==> config.mk <==
export PLATFORM = sky130hd
export DESIGN_NAME = uart_frame_ctrl
export DESIGN_NICKNAME = d
export VERILOG_FILES = /design/src/rtl/uart_frame_ctrl.sv
export SDC_FILE = /design/constraint.sdc
export NUM_CORES = 1
export LEC_CHECK = 0
export BUFFER_PORTS_ARGS = -buffer_cell sky130_fd_sc_hd__buf_4
export CORE_ASPECT_RATIO = 1.1
export CORE_MARGIN = 4
export CORE_UTILIZATION = 40
export DETAILED_ROUTE_END_ITERATION = 8
export SYNTH_ARGS = -nofsm -noshare
export SYNTH_HDL_FRONTEND = slang
export SYNTH_SLANG_ARGS = --single-unit
==> constraint.sdc <==
create_clock -name clk -period 4.56 [get_ports clk]
set_input_delay 0.456 -clock clk [delete_from_list [all_inputs] [get_ports clk]]
set_output_delay 0.456 -clock clk [all_outputs]
set_load 0.03 [all_outputs]
==> src/rtl/uart_frame_ctrl.sv <==
// UART frame receiver: HEADER, 8 payload bytes, XOR checksum byte.
// Delivers the 64-bit payload on a good checksum and reports checksum/timeout errors.
module uart_frame_ctrl #(
  parameter logic [7:0] HEADER      = 8'hA5,
  parameter int         TIMEOUT_CYC = 50000
) (
  input  logic        clk,
  input  logic        rst_n,
  input  logic [7:0]  uart_data_out,
  input  logic        uart_done,
  output logic [63:0] data_64,
  output logic        data_valid,
  output logic        frame_err,
  output logic [1:0]  err_code,
  output logic [7:0]  frame_cnt,
  output logic        busy
);

  localparam logic [1:0] ST_IDLE    = 2'd0;
  localparam logic [1:0] ST_PAYLOAD = 2'd1;
  localparam logic [1:0] ST_CHECK   = 2'd2;

  localparam logic [1:0] ERR_NONE = 2'b00;
  localparam logic [1:0] ERR_CSUM = 2'b01;
  localparam logic [1:0] ERR_TMO  = 2'b10;

  localparam int TMO_BITS = (TIMEOUT_CYC > 1) ? $clog2(TIMEOUT_CYC) : 1;
  localparam int TMO_W    = (TMO_BITS > 16) ? TMO_BITS : 16;
  localparam logic [TMO_W-1:0] TMO_LAST = TMO_W'(TIMEOUT_CYC - 1);
  localparam logic [TMO_W-1:0] TMO_ZERO = TMO_W'(0);
  localparam logic [TMO_W-1:0] TMO_ONE  = TMO_W'(1);

  function automatic logic [7:0] csum_fold(input logic [7:0] acc, input logic [7:0] b);
    return acc ^ b;
  endfunction

  logic [1:0]       state_r, state_nxt_s;
  logic [63:0]      shift_r, shift_nxt_s;
  logic [7:0]       xor_r, xor_nxt_s;
  logic [2:0]       byte_cnt_r, byte_cnt_nxt_s;
  logic [TMO_W-1:0] tmo_cnt_r, tmo_cnt_nxt_s;
  logic [1:0]       err_code_nxt_s;
  logic             good_s;
  logic             err_s;
  logic             tmo_hit_s;

  // uart_done wins over an expiry landing on the same cycle
  assign tmo_hit_s = (tmo_cnt_r == TMO_LAST) && !uart_done;

  assign busy = (state_r != ST_IDLE);

  // Next-state, datapath and error decision for the frame parser
  always_comb begin
    state_nxt_s    = state_r;
    shift_nxt_s    = shift_r;
    xor_nxt_s      = xor_r;
    byte_cnt_nxt_s = byte_cnt_r;
    tmo_cnt_nxt_s  = tmo_cnt_r;
    err_code_nxt_s = err_code;
    good_s         = 1'b0;
    err_s          = 1'b0;
    case (state_r)
      ST_IDLE: begin
        tmo_cnt_nxt_s = TMO_ZERO;
        if (uart_done && (uart_data_out == HEADER)) begin
          byte_cnt_nxt_s = 3'd0;
          xor_nxt_s      = 8'h00;
          state_nxt_s    = ST_PAYLOAD;
        end else begin
          state_nxt_s = ST_IDLE;
        end
      end
      ST_PAYLOAD: begin
        if (uart_done) begin
          shift_nxt_s    = {shift_r[55:0], uart_data_out};
          xor_nxt_s      = csum_fold(xor_r, uart_data_out);
          byte_cnt_nxt_s = byte_cnt_r + 3'd1;
          tmo_cnt_nxt_s  = TMO_ZERO;
          if (byte_cnt_r == 3'd7) begin
            state_nxt_s = ST_CHECK;
          end else begin
            state_nxt_s = ST_PAYLOAD;
          end
        end else if (tmo_hit_s) begin
          state_nxt_s    = ST_IDLE;
          tmo_cnt_nxt_s  = TMO_ZERO;
          err_s          = 1'b1;
          err_code_nxt_s = ERR_TMO;
        end else begin
          tmo_cnt_nxt_s = tmo_cnt_r + TMO_ONE;
        end
      end
      ST_CHECK: begin
        if (uart_done) begin
          tmo_cnt_nxt_s = TMO_ZERO;
          state_nxt_s   = ST_IDLE;
          if (uart_data_out == xor_r) begin
            good_s         = 1'b1;
            err_code_nxt_s = ERR_NONE;
          end else begin
            err_s          = 1'b1;
            err_code_nxt_s = ERR_CSUM;
          end
        end else if (tmo_hit_s) begin
          state_nxt_s    = ST_IDLE;
          tmo_cnt_nxt_s  = TMO_ZERO;
          err_s          = 1'b1;
          err_code_nxt_s = ERR_TMO;
        end else begin
          tmo_cnt_nxt_s = tmo_cnt_r + TMO_ONE;
        end
      end
      default: begin
        state_nxt_s    = ST_IDLE;
        tmo_cnt_nxt_s  = TMO_ZERO;
        byte_cnt_nxt_s = 3'd0;
        xor_nxt_s      = 8'h00;
      end
    endcase
  end

  // State, datapath and registered output update
  always_ff @(posedge clk or negedge rst_n) begin
    if (!rst_n) begin
      state_r    <= ST_IDLE;
      shift_r    <= 64'h0;
      xor_r      <= 8'h00;
      byte_cnt_r <= 3'd0;
      tmo_cnt_r  <= TMO_ZERO;
      data_64    <= 64'h0;
      data_valid <= 1'b0;
      frame_err  <= 1'b0;
      err_code   <= ERR_NONE;
      frame_cnt  <= 8'h00;
    end else begin
      state_r    <= state_nxt_s;
      shift_r    <= shift_nxt_s;
      xor_r      <= xor_nxt_s;
      byte_cnt_r <= byte_cnt_nxt_s;
      tmo_cnt_r  <= tmo_cnt_nxt_s;
      data_valid <= good_s;
      frame_err  <= err_s;
      err_code   <= err_code_nxt_s;
      if (good_s) begin
        data_64   <= shift_r;
        frame_cnt <= frame_cnt + 8'd1;
      end else begin
        data_64   <= data_64;
        frame_cnt <= frame_cnt;
      end
    end
  end

endmodule

# Word level (Yosys, flattened, before mapping)
# Index checks and enable logic that the tools add are counted.
# word_totals
ff_bits	169
inputBits	11
# classes
n_addsub	3
bitwise	2
muxes	28
n_reduce_logical	10
n_eq_ne	9
# op_table
operator	count
two-way mux 16 bit	3
one-hot mux 8 bit (3 select lines)	1
adder 16 x 1 -> 16 bit, second input constant	1
== test 16 bit, second input constant	1
two-way mux 8 bit	2
two-way mux 2 bit	7
two-way mux 1 bit	9
one-hot mux 3 bit (3 select lines)	1
adder 8 x 1 -> 8 bit, second input constant	1
== test 8 bit	1
== test 8 bit, second input constant	1
bitwise XOR 8 bit	1
two-way mux 3 bit	2
inequality test 2 bit, second input constant	3
one-hot mux 2 bit (3 select lines)	1
one-hot mux 2 bit (2 select lines)	1
AND reduction 2 bit	2
nonzero test 2 bit	2
adder 3 x 1 -> 3 bit, second input constant	1
== test 3 bit, second input constant	1
AND reduction 3 bit	1
== test 2 x 1 -> 1 bit, second input constant	1
== test 2 bit, second input constant	1
logical AND 1 bit	2
other kinds (5)	5

# Depth between registers and ports, before layout
# Gate-level depths: netlist (run 1).
# logic_depth
depth_word	5
ltp_mapped	7
mapped_depth_nobuf	6

# Least setup slack after synthesis (run 1)
# OpenSTA, ideal clock, no wires.
# synth_timing
kind	input port to flip-flop
start	input port uart_data_out[4]
end	register data_64[0]
path_slack_ns	2.700
required_time_ns	4.433
path_stages	6
n_path_buf	2
t_arrival_ns	1.732
cell_sequence	xnor2_1 nand4_2 nor3_4 buf_6 buf_6 mux2_1
# synth_between
elab_chain_cells	4
# synth_rtl
element	line_no	source
start: declaration	9	input logic [7:0] uart_data_out,
== test 8 bit	97	if (uart_data_out == xor_r) begin
two-way mux 1 bit	97	
two-way mux 1 bit	94	if (uart_done) begin
two-way mux 1 bit	62	case (state_r)
end signal: assignment	145	data_64 <= shift_r;
end signal: assignment	148	data_64 <= data_64;
end: declaration	11	output logic [63:0] data_64,
# No other way between the ends.
# A chain may end at the register's enable or synchronous reset.

# Final worst setup path (run 1)
# layout_timing
start	register state_r[1]
end	register shift_r[56]
# layout_between
elab_chain_cells	2
# layout_rtl
element	line_no	source
start: declaration	37	logic [1:0] state_r, state_nxt_s;
start signal: assignment	136	state_r <= state_nxt_s;
== test 2 x 1 -> 1 bit	62	
AND reduction 2 bit (no source line)	n/a	
end signal: assignment	137	shift_r <= shift_nxt_s;
end: declaration	38	logic [63:0] shift_r, shift_nxt_s;
# No other way between the ends.

==> impl_metrics.yaml, run 1 <==
timing:
  fin_crit_ns: 2.754
  timing.hold.ws_ns: 0.1281
  fmax_mhz: 363.1
  drv_slew: 0
  slew_headroom_pct: 22.46
  hold_violations: 0
  tightestPinTransition_ns: 1.163
  skew_ns: 0.006418
  rsz0062_at_grt: "no"
  setup_viol: 0
  tns_ns: 0
  fin_crit_sh_pct: 60.39
detailed_routing:
  drtPass1Iterations: 4
  wl_met3_um: 472
  top_layer: "met4"
  drt-total-wl_um: 13740
  wl_met1_um: 6157
  remaining_drc_errors: 0
  avgRoutedWirePerCell_um: 16.40
  avgViaCountPerCell: 5.016
  drt-initial-drc-count: 181
  ant_nets: 0
  route.vias.total: 4203
  wl_met2_um: 6906
critical_path:
  cp_num_buf_inv: 1
  cp.arrival_ns: 3.06
  crit_type: "register to register"
  crit_required_ns: 4.87
  critical_path.max_fanout: 50
  cp_top_family: "simple AND/OR/NAND/NOR gates"
  cpPeakStageDelay_ns: 1.06
  worstSetupEndpointType: "register"
  slowest_stage: "and2_2"
  path_cells: "inv_1, ha_1, and2_2, mux2_2"
  start_kind: "register"
finish:
  fillers: 1531
  drive_gt1_share_pct: 37.75
  stdcell_area_mm2: 0.008497
  diodes: 0
  layout_common_cells: "dfrtp_1, mux2_2, buf_4, mux2_1, nor2_1"
  final_net_count: 610
  syn2layout_area_growth_pct: 21.33
  layout_commonest_cell: "dfrtp_1"
global_routing:
  grt_pass1_wl_um: 22940
  grt_usage_pct: 14.64
  grt_max_degree: 105
  antenna_found_initial: 0
  grt_pass1_vias: 4406
  grt-ovfl-total: 0
yosys:
  ys_seq_elements: 169
  syn_inst: 505
  synth_area_per_cell_um2: 13.87
  synthFlopType: "dfrtp_1"
  yosysTopAreaCellShare_pct: 60.39
  yosysWarnings: 0
  synth.net_count: 524
  netlist_top_cells_area: "dfrtp_1, mux2_2, mux2_1"
  syn_area_mm2: 0.007003
  yosysTopAreaCell: "dfrtp_1"
  async_flop_share_pct: 100.0
  seq_area_frac_synth_pct: 60.39
  ys_types: 47
  synth_edf_count: 0
floorplan:
  die_area_mm2: 0.01969
  rows: 50
  die_h_um: 146.8
  num_io_pins: 88
  start_util_pct: 41.00
  core-area_mm2: 0.01708
  fp.dieW_um: 134.2
run_status:
  outcome: "finished clean"
power:
  peakVddDrop_uv: 274.4
  p_leak_nw: 4.212
  power_density_mw_per_mm2: 374.6
placement:
  hpwl_um: 9199
  place_area_mm2: 0.007848
  gp_congestion: 0.7903
  io_buffers: 87
clocking:
  cts_resized: 0
  cts.sinks: 169
  path_clk_slew_ns: 0.06
  cts_hold_buf: 0
  cts-root-buf: "clkbuf_16"
  clockBufferDepth: 2
  post_cts_buffers: 0
  clk_latency_ns: 0.42
  cts-htree-levels: 4
  numCtsBuffers: 17
  cts_tree: "done"
run:
  cap_violations: 0
min_path:
  hold_class: "input pin to async pin"
## final timing paths
kind,from,endpoint,slack (ns),cells after the start
worst max-delay path,state_r[1]$_DFF_PN0_,shift_r[56]$_DFFE_PN0P_,1.81,4
worst min-delay path,rst_n,data_64[21]$_DFFE_PN0P_,0.13,1
worst max register to register,state_r[1]$_DFF_PN0_,shift_r[56]$_DFFE_PN0P_,1.81,4
worst min register to register,frame_cnt[7]$_DFFE_PN0P_,frame_cnt[7]$_DFFE_PN0P_,0.47,1
max in group asynchronous,rst_n,shift_r[44]$_DFFE_PN0P_,3.38,2
min in group clk,uart_data_out[4],shift_r[4]$_DFFE_PN0P_,0.31,2
## layout make-up
| cell class | count | area [µm²] | share of cell area, % |
|---|---|---|---|
| clock buffers | 18 | 429.2 | 5.051 |
| inverters | 14 | 52.55 | 0.6185 |
| repair buffers | 91 | 686.9 | 8.084 |
| clock inverters | 14 | 220.2 | 2.592 |
| flip-flops and latches | 169 | 4229 | 49.77 |
| well taps | 234 | 292.8 | 3.446 |
| multi-input cells | 298 | 2586 | 30.44 |
## sequential cells by signal (all words and copies together) (netlist names)
register and flops:
data_valid 1, frame_err 1, tmo_cnt_r 16, state_r 2, xor_r 8, byte_cnt_r 3
shift_r 64, data_64 64, frame_cnt 8, err_code 2
## layer usage
metal	up-vias	GRT usage, %
met2	80	24.12
met3	22	3.767
met1	2142	18.87
li1	1959	-
met4	0	5.092
met5	-	0
## cells in the mapped netlist (all sizes together), types with 2 or more instances
master and number:
a21boi 3, ha 8, a21oi 6, buf 15
nor3 13, xor2 7, nor4bb 2, nand4b 6
and2 2, nand3 11, nor4 8, xnor2 22
a211o 4, dfrtp 169, mux2 127, nand4 9
o31ai 4, nor2 22, o21ai 11, inv 14
nand2 18, a22o 2, clkbuf 9
## kinds of logic (layout without fill, tap and decap cells)
group / Yosys count / count (layout) / synth area share [%]
DFF: 169 / 169 / 60.39
muxes: 127 / 127 / 20.42
and+or+nand+nor: 97 / 97 / 7.665
buffers and inverters: 38 / 137 / 2.698
AOI/OAI and AO/OA: 37 / 37 / 3.663
xor gates and xnor gates: 29 / 29 / 3.734
adders and majority gates: 8 / 8 / 1.429
## stage by stage
step / util (%) / worst slack (ns) / power (W) / cells
2_1_floorplan: - / 2.700 / 0.001593 / 505
3_3_place_gp: 45.95 / 1.890 / 0.001644 / 806
3_5_place_dp: 45.95 / 1.796 / 0.001648 / 806
4_1_cts: 49.75 / 1.775 / 0.003222 / 838
5_1_grt: 49.75 / 1.619 / 0.003301 / 838
6_report: 49.75 / 1.806 / 0.003183 / 838
## power by group
part	switching (W)	internal (W)
Sequential	0.0000136	0.00151
Combinational	0.0000586	0.0000319
Clock	0.000588	0.000976
Total	0.000661	0.00252
Note: power is estimated with default switching activity, not from simulation.
==> inputs of run 2 (changes only) <==
Clock period 4.56 ns to 2.7 ns, I/O delays scaled along.
==> impl_metrics.yaml, run 2 (synthesis results as in run 1) <==
run_status:
  outcome: "finished clean"
power:
  power_density_mw_per_mm2: 606.9
  p_leak_nw: 4.275
  peakVddDrop_uv: 554.4
timing:
  skew_ns: 0.007003
  setup_ws_ns: 0.5269
  fin_crit_sh_pct: 80.49
  hold_violations: 0
  setup_viol: 0
  slew_headroom_pct: 57.95
  tightestPinTransition_ns: 0.6290
  fmax_mhz: 460.2
  rsz0062_at_grt: "no"
  drv_slew: 0
  fin_crit_ns: 2.173
  tns_ns: 0
run:
  cap_violations: 0
detailed_routing:
  drtPass1Iterations: 4
  avgRoutedWirePerCell_um: 16.22
  ant_nets: 0
  remaining_drc_errors: 0
  avgViaCountPerCell: 5.078
  drt-initial-drc-count: 168
  route.vias.total: 4306
  drt-total-wl_um: 13750
global_routing:
  grt_pass1_wl_um: 23200
  grt_max_degree: 62
  grt_usage_pct: 14.72
  antenna_found_initial: 0
  grt_pass1_vias: 4445
  grt-ovfl-total: 0
clocking:
  cts-htree-levels: 4
  cts.sinks: 169
  clk_latency_ns: 0.42
  cts_tree: "done"
  path_clk_slew_ns: 0.06
  clockBufferDepth: 2
  cts-root-buf: "clkbuf_16"
  numCtsBuffers: 17
critical_path:
  worstSetupEndpointType: "register"
  slowest_stage: "nor3_4"
  cpPeakStageDelay_ns: 0.47
  start_kind: "register"
  critical_path.max_fanout: 27
  cp.arrival_ns: 2.47
  cp_top_family: "simple AND/OR/NAND/NOR gates"
  r2r_slack_ns: 0.53
  crit_type: "register to register"
  crit_required_ns: 3.00
  cp_num_buf_inv: 1
  path_cells: "xnor2_1, nand4_2, nor3_4, buf_12, mux2_2"
min_path:
  hold_class: "input pin to register"
placement:
  hpwl_um: 9678
  io_buffers: 87
  place_ws_ns: 0.5414
  dp_cells: 815
  gp_congestion: 0.7835
  place_area_mm2: 0.007965
finish:
  drive_gt1_share_pct: 38.44
  final_cell_count_no_fill: 848
  stdcell_area_mm2: 0.008579
  diodes: 0
  layout_common_cells: "dfrtp_1, mux2_2, buf_4, mux2_1, nor2_1"
  syn2layout_area_growth_pct: 22.51
  top_regs: "data_64: 64 flops, shift_r: 64 flops, tmo_cnt_r: 16 flops"
  layout_commonest_cell: "dfrtp_1"
  fillers: 1502
  fin_util_pct: 50.23
  final_net_count: 620
floorplan:
  die_h_um: 146.8
  fp.dieW_um: 134.2
  rows: 50
  start_util_pct: 41.00
  core-area_mm2: 0.01708
  num_io_pins: 88
  die_area_mm2: 0.01969
==> run 2: per-stage QoR <==
stage	power [W]	hold WS [ns]
floorplan	0.002690	-0.02559
global placement	0.002781	0.2834
detailed placement	0.002788	0.2789
CTS	0.005277	0.1161
global route	0.005415	0.1221
finish	0.005207	0.1279
==> run 2: worst reg2reg max path, cell delays in order, from the launching register on <==
cell     delay [ns]
dfrtp_1        0.43
xnor2_1        0.24
nand4_2        0.29
nor3_4         0.48
buf_12         0.25
mux2_2         0.36
==> run 2: area by class of cell <==
class                   count  area (µm²)  area share [%]
clock inverters            11       143.9           1.677
repair buffers            101       814.5           9.494
well taps                 234       292.8           3.413
flip-flops and latches    169        4229           49.29
multi-input cells         298        2586           30.14
inverters                  14       52.55          0.6125
clock buffers              21       460.4           5.367
==> run 2: worst paths after layout <==
kind	startpoint	to	depth (start not counted)
setup / recovery	xor_r[4]$_DFFE_PN0P_	data_64[46]$_DFFE_PN0P_	5
max in group asynchronous	rst_n	data_64[6]$_DFFE_PN0P_	3
hold reg to reg	frame_cnt[7]$_DFFE_PN0P_	frame_cnt[7]$_DFFE_PN0P_	1
min in group asynchronous	rst_n	shift_r[37]$_DFFE_PN0P_	2
hold / removal	uart_data_out[4]	shift_r[4]$_DFFE_PN0P_	2
setup reg to reg	xor_r[4]$_DFFE_PN0P_	data_64[46]$_DFFE_PN0P_	5
==> run 2: report_power, final <==
group | internal (W) | switching, W | leakage (nW)
clock | 0.00151 | 0.000962 | 0.303
sequential | 0.00256 | 0.0000239 | 2.33
combinational | 0.0000589 | 0.0000985 | 1.64
total | 0.00412 | 0.00108 | 4.27
==> run 2: repair_timing <==
action / in CTS / in global routing
resized for setup: 0 / 0
endpoints found under the hold margin: 57 / 0
hold buffers: 1 / 0
endpoints found under the setup margin: 0 / 0
setup buffers: 0 / 0
==> run 2: layer usage <==
metal	vias up	track usage [%]	part of all wire [%]
li1	1989	-	-
met1	2202	19.56	44
met2	98	23.48	49
met3	17	3.904	4.7
met4	0	5.143	1.5
met5	-	0	0
